--- config.mk ---
export PLATFORM = sky130hd
export DESIGN_NAME = fp_convert_sched
export DESIGN_NICKNAME = d
export VERILOG_FILES = /design/src/rtl/fp_sched_pkg.sv /design/src/rtl/fp_sched_arb.sv /design/src/rtl/fp_convert_sched.sv
export SDC_FILE = /design/constraint.sdc
export NUM_CORES = 1
export LEC_CHECK = 0
export ABC_CLOCK_PERIOD_IN_PS = 3500
export BUFFER_PORTS_ARGS = -buffer_cell sky130_fd_sc_hd__buf_2
export CAP_MARGIN = 10
export CORE_UTILIZATION = 55
export CTS_CLUSTER_DIAMETER = 30
export DETAILED_ROUTE_END_ITERATION = 10
export GPL_TIMING_DRIVEN = 0
export PLACE_DENSITY = 0.89
export SETUP_SLACK_MARGIN = 0.5
export SYNTH_ARGS = -nofsm -noshare
export SYNTH_HDL_FRONTEND = slang
export SYNTH_SLANG_ARGS = --single-unit
--- constraint.sdc ---
create_clock -name clk -period 3.5 [get_ports clk]
set_input_delay 0.35 -clock clk [delete_from_list [all_inputs] [get_ports clk]]
set_output_delay 0.35 -clock clk [all_outputs]
set_load 0.03 [all_outputs]
--- src/rtl/fp_sched_pkg.sv ---
// fp_sched_pkg: shared state encoding and field widths for the float-conversion scheduler.
package fp_sched_pkg;
    typedef enum logic [2:0] {IDLE, ABS, NORM, ROUND, OUT} state_t;
    localparam int IN_W  = 12;
    localparam int MAG_W = 11;
    localparam int E_W   = 3;
    localparam int F_W   = 4;
    localparam logic [E_W-1:0] E_MAX = 3'd7;
endpackage

--- src/rtl/fp_sched_arb.sv ---
// fp_sched_arb: one-hot grant, searching upward from pointer+1 with wrap-around.
// A pointer held at NUM_REQ-1 turns this into fixed lowest-index priority.
module fp_sched_arb
    import fp_sched_pkg::*;
#(
    parameter int NUM_REQ = 4
) (
    input  logic [NUM_REQ-1:0]         req_valid,
    input  logic [$clog2(NUM_REQ)-1:0] pointer,
    input  logic                       enable,
    output logic [NUM_REQ-1:0]         grant
);
    localparam int IW = $clog2(NUM_REQ);

    logic [IW:0]          sh;
    logic [2*NUM_REQ-1:0] dbl, back;
    logic [NUM_REQ-1:0]   rot, pick;

    // Rotate so the search start sits at bit 0, take the lowest set bit, rotate back.
    always_comb begin
        sh    = {1'b0, pointer} + 1'b1;
        dbl   = {req_valid, req_valid} >> sh;
        rot   = dbl[NUM_REQ-1:0];
        pick  = rot & (~rot + 1'b1);
        back  = {pick, pick} << sh;
        grant = enable ? back[2*NUM_REQ-1:NUM_REQ] : '0;
    end
endmodule

--- src/rtl/fp_convert_sched.sv ---
// fp_convert_sched: shared multi-cycle 12-bit int to {S,E[2:0],F[3:0]} float converter.
// Define FP_SCHED_RR_EN for round-robin arbitration; otherwise lowest index wins.
module fp_convert_sched
    import fp_sched_pkg::*;
#(
    parameter int NUM_REQ = 4
) (
    input  logic                       clk,
    input  logic                       rst,
    input  logic [NUM_REQ-1:0]         req_valid,
    input  logic [IN_W*NUM_REQ-1:0]    req_data,
    output logic [NUM_REQ-1:0]         req_ready,
    output logic                       out_valid,
    input  logic                       out_ready,
    output logic [$clog2(NUM_REQ)-1:0] out_id,
    output logic                       out_s,
    output logic [E_W-1:0]             out_e,
    output logic [F_W-1:0]             out_f,
    output logic                       busy
);
    localparam int IW = $clog2(NUM_REQ);
    localparam logic [IW-1:0] PTR_RST = IW'(NUM_REQ - 1);

    state_t          state;
    logic [IN_W-1:0]  data, neg, sel_data;
    logic [MAG_W-1:0] mag, mag_abs;
    logic [E_W-1:0]   exp_r, e_rnd;
    logic [F_W-1:0]   f_raw, f_rnd;
    logic [IW-1:0]    ptr, gnt_idx, id;
    logic [NUM_REQ-1:0] grant;
    logic             sign, r, accept;

    fp_sched_arb #(.NUM_REQ(NUM_REQ)) u_arb (
        .req_valid(req_valid),
        .pointer  (ptr),
        .enable   (state == IDLE && !rst),
        .grant    (grant)
    );

    assign req_ready = grant;
    assign accept    = |(req_valid & grant);
    assign busy      = state != IDLE;

    always_comb begin
        gnt_idx  = '0;
        sel_data = '0;
        for (int j = 0; j < NUM_REQ; j++) begin
            if (grant[j]) begin
                gnt_idx  = IW'(j);
                sel_data = req_data[j*IN_W +: IN_W];
            end
        end
    end

    // 12'h800 has no positive counterpart in 11 bits, so it saturates.
    assign neg     = -data;
    assign mag_abs = data == {1'b1, {MAG_W{1'b0}}} ? {MAG_W{1'b1}} :
                     data[IN_W-1] ? neg[MAG_W-1:0] : data[MAG_W-1:0];

    assign f_raw = mag[MAG_W-1 -: F_W];
    assign r     = mag[MAG_W-1-F_W];
    assign f_rnd = !r ? f_raw : !(&f_raw) ? f_raw + 1'b1 : exp_r < E_MAX ? 4'b1000 : f_raw;
    assign e_rnd = r && (&f_raw) && exp_r < E_MAX ? exp_r + 1'b1 : exp_r;

`ifdef FP_SCHED_RR_EN
    always_ff @(posedge clk or posedge rst) begin
        if (rst) ptr <= PTR_RST;
        else if (accept) ptr <= gnt_idx;
    end
`else
    assign ptr = PTR_RST;
`endif

    always_ff @(posedge clk or posedge rst) begin
        if (rst) begin
            state     <= IDLE;
            data      <= '0;
            id        <= '0;
            sign      <= 1'b0;
            mag       <= '0;
            exp_r     <= '0;
            out_valid <= 1'b0;
            out_id    <= '0;
            out_s     <= 1'b0;
            out_e     <= '0;
            out_f     <= '0;
        end else begin
            case (state)
                IDLE: if (accept) begin
                    data  <= sel_data;
                    id    <= gnt_idx;
                    state <= ABS;
                end
                ABS: begin
                    sign  <= data[IN_W-1];
                    mag   <= mag_abs;
                    exp_r <= E_MAX;
                    state <= NORM;
                end
                NORM: if (mag[MAG_W-1] || exp_r == '0) state <= ROUND;
                      else begin
                          mag   <= mag << 1;
                          exp_r <= exp_r - 1'b1;
                      end
                ROUND: begin
                    out_s     <= sign;
                    out_e     <= e_rnd;
                    out_f     <= f_rnd;
                    out_id    <= id;
                    out_valid <= 1'b1;
                    state     <= OUT;
                end
                OUT: if (out_ready) begin
                    out_valid <= 1'b0;
                    state     <= IDLE;
                end
                default: state <= IDLE;
            endcase
        end
    end
endmodule

# Word level (Yosys, flattened, before mapping)
# Index checks and enable logic that the tools add are counted.
[classes]
n_addsub = 5
magnitude_cmp = 1
n_eq_ne = 9
n_mux = 24
bitwise = 3
reduce_logical = 16
[op_table]
columns = ["op", "count"]
rows = [
  ["$mux W12", 4],
  ["$mux W11", 3],
  ["$pmux W11 S2", 1],
  ["$mux W4", 4],
  ["$mux W3", 5],
  ["$pmux W3 S5", 1],
  ["$eq A12 B12 Y1 const B", 1],
  ["$neg A11 Y11", 1],
  ["$add A4 B1 Y4 const B", 2],
  ["$and A4 B4 Y4", 2],
  ["$ne A2 B2 Y1 const B", 4],
  ["$eq A3 B2 Y1 const B", 2],
  ["$logic_not A3 Y1", 2],
  ["$pmux W3 S2", 1],
  ["$reduce_and A2 Y1", 3],
  ["$mux W2", 2],
  ["$not A4 Y4", 1],
  ["$reduce_and A4 Y1", 1],
  ["$reduce_bool A2 Y1", 2],
  ["$reduce_or A4 Y1", 1],
  ["$add A3 B1 Y3 const B", 1],
  ["$eq A3 B1 Y1 const B", 1],
  ["$eq A3 B3 Y1 const B", 1],
  ["$logic_and A1 B1 Y1", 3],
  ["8 further kinds", 9],
]
[totals]
regBits = 43
input_bits = 55
out_inout_bits = 16
word_cells = 69

# Logic depth before layout (Yosys ltp)
[logic_depth]
depth_word = 8
mapped_depth = 7
depth_no_buf = 6

# Hierarchy
# A second synthesis with hierarchy kept.
[unflattened]
cells_unflattened = 322
hier_area_um2 = 2800.2
[modules_own_cells]
columns = ["mod", "instances", "cells_per_inst", "area_per_inst_um2", "seq_area_each_um2"]
rows = [
  ["fp_convert_sched", 1, 291, 2602.5, 1076.0],
  ["fp_sched_arb", 1, 31, 197.7, 0.0],
]

# Worst setup path before layout
# Ideal clock, no wire load.
[synth_path]
path_type = "reg2out"
startpoint = "register state[0]"
endpoint = "output req_ready[3]"
arrival_ps = 2320
required_ps = 3150
path_slack_ps = 830
path_stages_with_launch = 6
n_path_buf = 3
path_cell_list = "dfrtp_1 -> buf_6 -> or4_4 -> buf_2 -> buf_2 -> nor4_1"
[synth_via]
elab_chain_len = 3
[synth_rtl]
columns = ["element", "line", "rtl"]
rows = [
  ["start, declared", "fp_convert_sched.sv:24", "state_t state;"],
  ["start signal, assigned", "fp_convert_sched.sv:76", "state <= IDLE;"],
  ["start signal, assigned", "fp_convert_sched.sv:92", "state <= ABS;"],
  ["start signal, assigned", "fp_convert_sched.sv:98", "state <= NORM;"],
  ["$logic_not A3 Y1", "fp_convert_sched.sv:36", ".enable (state == IDLE && !rst),"],
  ["$logic_and A1 B1 Y1", "fp_convert_sched.sv:36", ""],
  ["$mux W4", "fp_sched_arb.sv:26", "grant = enable ? back[2*NUM_REQ-1:NUM_REQ] : '0;"],
  ["end, declared", "fp_convert_sched.sv:12", "output logic [NUM_REQ-1:0] req_ready,"],
]
# No other way between the ends.

# Final worst setup path
# Same ends and word-level chain as after synthesis.

==> reports/metrics.yaml <==
status:
  status: "finished, final reports clean"
pwr:
  p_sw_mw: 1.246
  leakagePower_nw: 1.521
  power_frac_comb_pct: 53.0
  seq_power_share_pct: 34.7
  internal-power_mw: 1.533
  cellPowerDensity_nw_per_um2: 855.3
  power_mw: 2.779
  clock_power_share_pct: 12.3
  irDropWorstVdd_mv: 0.4016
  switching_share_pct: 44.83
clock_tree:
  hold_buffers: 0
  tritoncts: "built"
  clk_path_buf_depth: 2
  numClockSinks: 43
  clock_latency_ps: 290
  post-cts-setup-buffer-count: 0
  cts_inserted_buffers: 5
  worst_setup_hold_path_clk_slew_ps: 80
  root_buffer: "clkbuf_8"
  htree_levels: 2
  post_cts_resized: 0
grt:
  grt_pass1_vias: 2391
  grt_pass1_wl_mm: 10.70
  antenna_found_initial: 0
  grt-ovfl-total: 0
  grt_max_degree: 44
  grt_util_all_layers_pct: 26.54
floorplan:
  die_h_um: 72.26
  rows: 25
  ios: 71
  core_um2: 4723
  start_util_pct: 57.48
  die_x_um: 72.26
  die_area_um2: 5222
sta:
  rsz0062_at_grt: "no"
  finalMaxSlewViolations: 0
  finalCritPeriodShare_pct: 73.24
  slew_headroom_pct: 43.08
  max_freq_mhz: 390.1
  layout_setup_ws_ps: 936.4
  worstMarginPinSlew_ps: 852.6
  hold_viol: 0
  skew_ps: 5.477
  setup_tns_ps: 0
  setup_viol_count_final: 0
  period_minus_slack_ps: 2564
  holdWs_ps: 246.3
layout:
  nFillCells: 356
  syn2layout_area_growth_pct: 19.68
  regArea_um2: 1076
  nNetsFinal: 447
  num_antenna_cells: 0
  drive_gt1_share_pct: 26.29
  multi_input_area_um2: 1493
synth:
  syn_area_um2: 2715
  synthCells: 310
  ys_warn_count: 0
  synth_seq_area_share_pct: 39.63
  synthArstFlopShare_pct: 100.0
  yosysUniqueCellTypes: 58
  synth_nets: 370
  ys_ff_latch: 43
  synth_edf_count: 0
  synth_flop_cell: "dfrtp_1"
  avgSynthCellArea_um2: 8.758
drt:
  avgRoutedWirePerCell_um: 14.55
  vias: 2645
  drc: 0
  drt-total-wl_mm: 6.621
  vias_per_cell: 5.813
  ant_nets: 0
  dr.pass1.iters: 5
  drt_iter0_drc: 198
setup_path:
  slowest_stage: "or4_4"
  path_max_fanout: 10
  path_buf_inv: 4
  endpoint_kind: "output pin"
  cp_common_cell: "buf_2"
  startpoint_type: "register"
  crit_arrival_ps: 2210
  crit_type: "reg2out"
  crit_path_cell_trace: "buf_6 > or4_4 > buf_2 > buf_2 > nor4_1 > buf_2"
  critPathMaxStageDelay_ps: 550
  critical-path-top-delay-family: "buffers and inverters"
  crit_required_ps: 3150
job:
  drv_cap: 0
placed_design:
  port_buffers: 70
  pre_cts_slack_ps: 1264
  hpwl_mm: 5.004
  place.gp.congestion: 0.8946
hold_path:
  hp-class: "in2async"
[power by group through the flow]
stage | Clock [mW] | Combinational, mW | Sequential [mW]
2_1_floorplan | 0 | 1.02 | 1.01
3_3_place_gp | 0 | 1.39 | 0.948
3_5_place_dp | 0 | 1.45 | 0.968
4_1_cts | 0.345 | 1.46 | 0.962
5_1_grt | 0.364 | 1.61 | 0.998
6_report | 0.342 | 1.47 | 0.965
[cells in the mapped netlist (all sizes together), types with 4 or more instances]
cell type  number  share of area (%)
nor3            4               0.92
o22ai          12                2.8
dfrtp          43                 40
nand4           6                1.6
nor2           22                3.0
mux2            4                1.7
a22o           15                4.8
ha              5                2.3
nand2          32                4.4
a21o            4                1.1
inv             9                1.2
nand3           5               0.92
buf             9                2.4
or3b            4                1.3
o21ai          45                8.3
a21oi          22                4.2
clkbuf         13                1.8
[final timing paths]
kind	startpoint	to	slack [ps]	depth (start not counted)
setup / recovery	state[0]	req_ready[3]	940	6
hold / removal	rst	out_id[1]	250	2
setup reg to reg	data[0]	mag[4]	1440	6
hold reg to reg	out_e[2]	out_e[2]	480	2
max in group asynchronous	rst	data[4]	2720	2
min in group clk	out_ready	state[2]	320	3
[worst reg2reg max path, cell delays in order (launching register included)]
cell and delay (ps):
dfrtp_1 450, inv_1 110, ha_1 330, or3b_2 490
and3_1 190, o211ai_1 240, a22o_1 190
[cells in the final DEF (no fill, tap or decap), types with 2 or more instances in the layout]
cell type / synthesis / final
a21o_1: 4 / 4
a21oi_1: 21 / 21
a22o_1: 15 / 15
a22oi_1: 2 / 2
a41o_1: 2 / 2
and3_1: 3 / 3
buf_2: 6 / 76
buf_6: 3 / 3
clkbuf_1: 13 / 14
clkbuf_8: 0 / 7
dfrtp_1: 43 / 43
ha_1: 5 / 5
inv_1: 9 / 8
mux2_2: 4 / 4
nand2_1: 32 / 32
nand2b_1: 3 / 3
nand3_1: 5 / 5
nand3b_1: 3 / 3
nand4_1: 5 / 5
nor2_1: 22 / 22
nor2b_1: 3 / 3
nor3_1: 3 / 3
nor4_1: 2 / 2
nor4b_1: 2 / 2
nor4bb_1: 2 / 2
o211ai_1: 3 / 3
o21ai_0: 42 / 42
o21ai_1: 3 / 3
o22a_1: 2 / 2
o22ai_1: 12 / 12
o31ai_1: 2 / 2
or3_1: 3 / 3
or3b_2: 3 / 3
xnor2_1: 2 / 2
xor2_1: 2 / 2
[sequential cells by signal (all words and copies together) (netlist names)]
signal	count
out_valid	1
out_s	1
id	2
out_e	3
exp_r	3
data	12
state	3
mag	11
sign	1
out_f	4
out_id	2
[cell type report]
type,instances,share of cell area (%)
sequential,43,33.12
buffer,22,3.466
clock buffer,8,3.080
tap,67,2.580
inverter,9,1.040
multi-input combinational,236,45.94
timing repair buffer,70,10.78
[metal layers]
layer | wire [µm] | vias up | global-route usage [%]
met5 | 0 | - | 0
met4 | 118 | 0 | 11.55
met3 | 392 | 15 | 5.278
met2 | 3344 | 113 | 46.52
met1 | 2765 | 1214 | 31.58
li1 | - | 1303 | -
[through the flow]
step | utilization, % | area (µm²) | instances
global placement | 66.68 | 3149 | 447
CTS | 68.79 | 3249 | 455
detailed placement | 66.68 | 3149 | 447
finish | 68.79 | 3249 | 455
floorplan | - | 2715 | 310
global route | 68.79 | 3249 | 455
[cells by family after synthesis]
group | synth area share, %
AOI/OAI and AO/OA | 29.12
xor gates and xnor gates | 1.291
adders and majority gates | 2.304
buffers and inverters | 5.392
DFF | 39.63
muxes | 1.659
and+or+nand+nor | 20.60
Note: power is estimated with default switching activity, not from simulation.
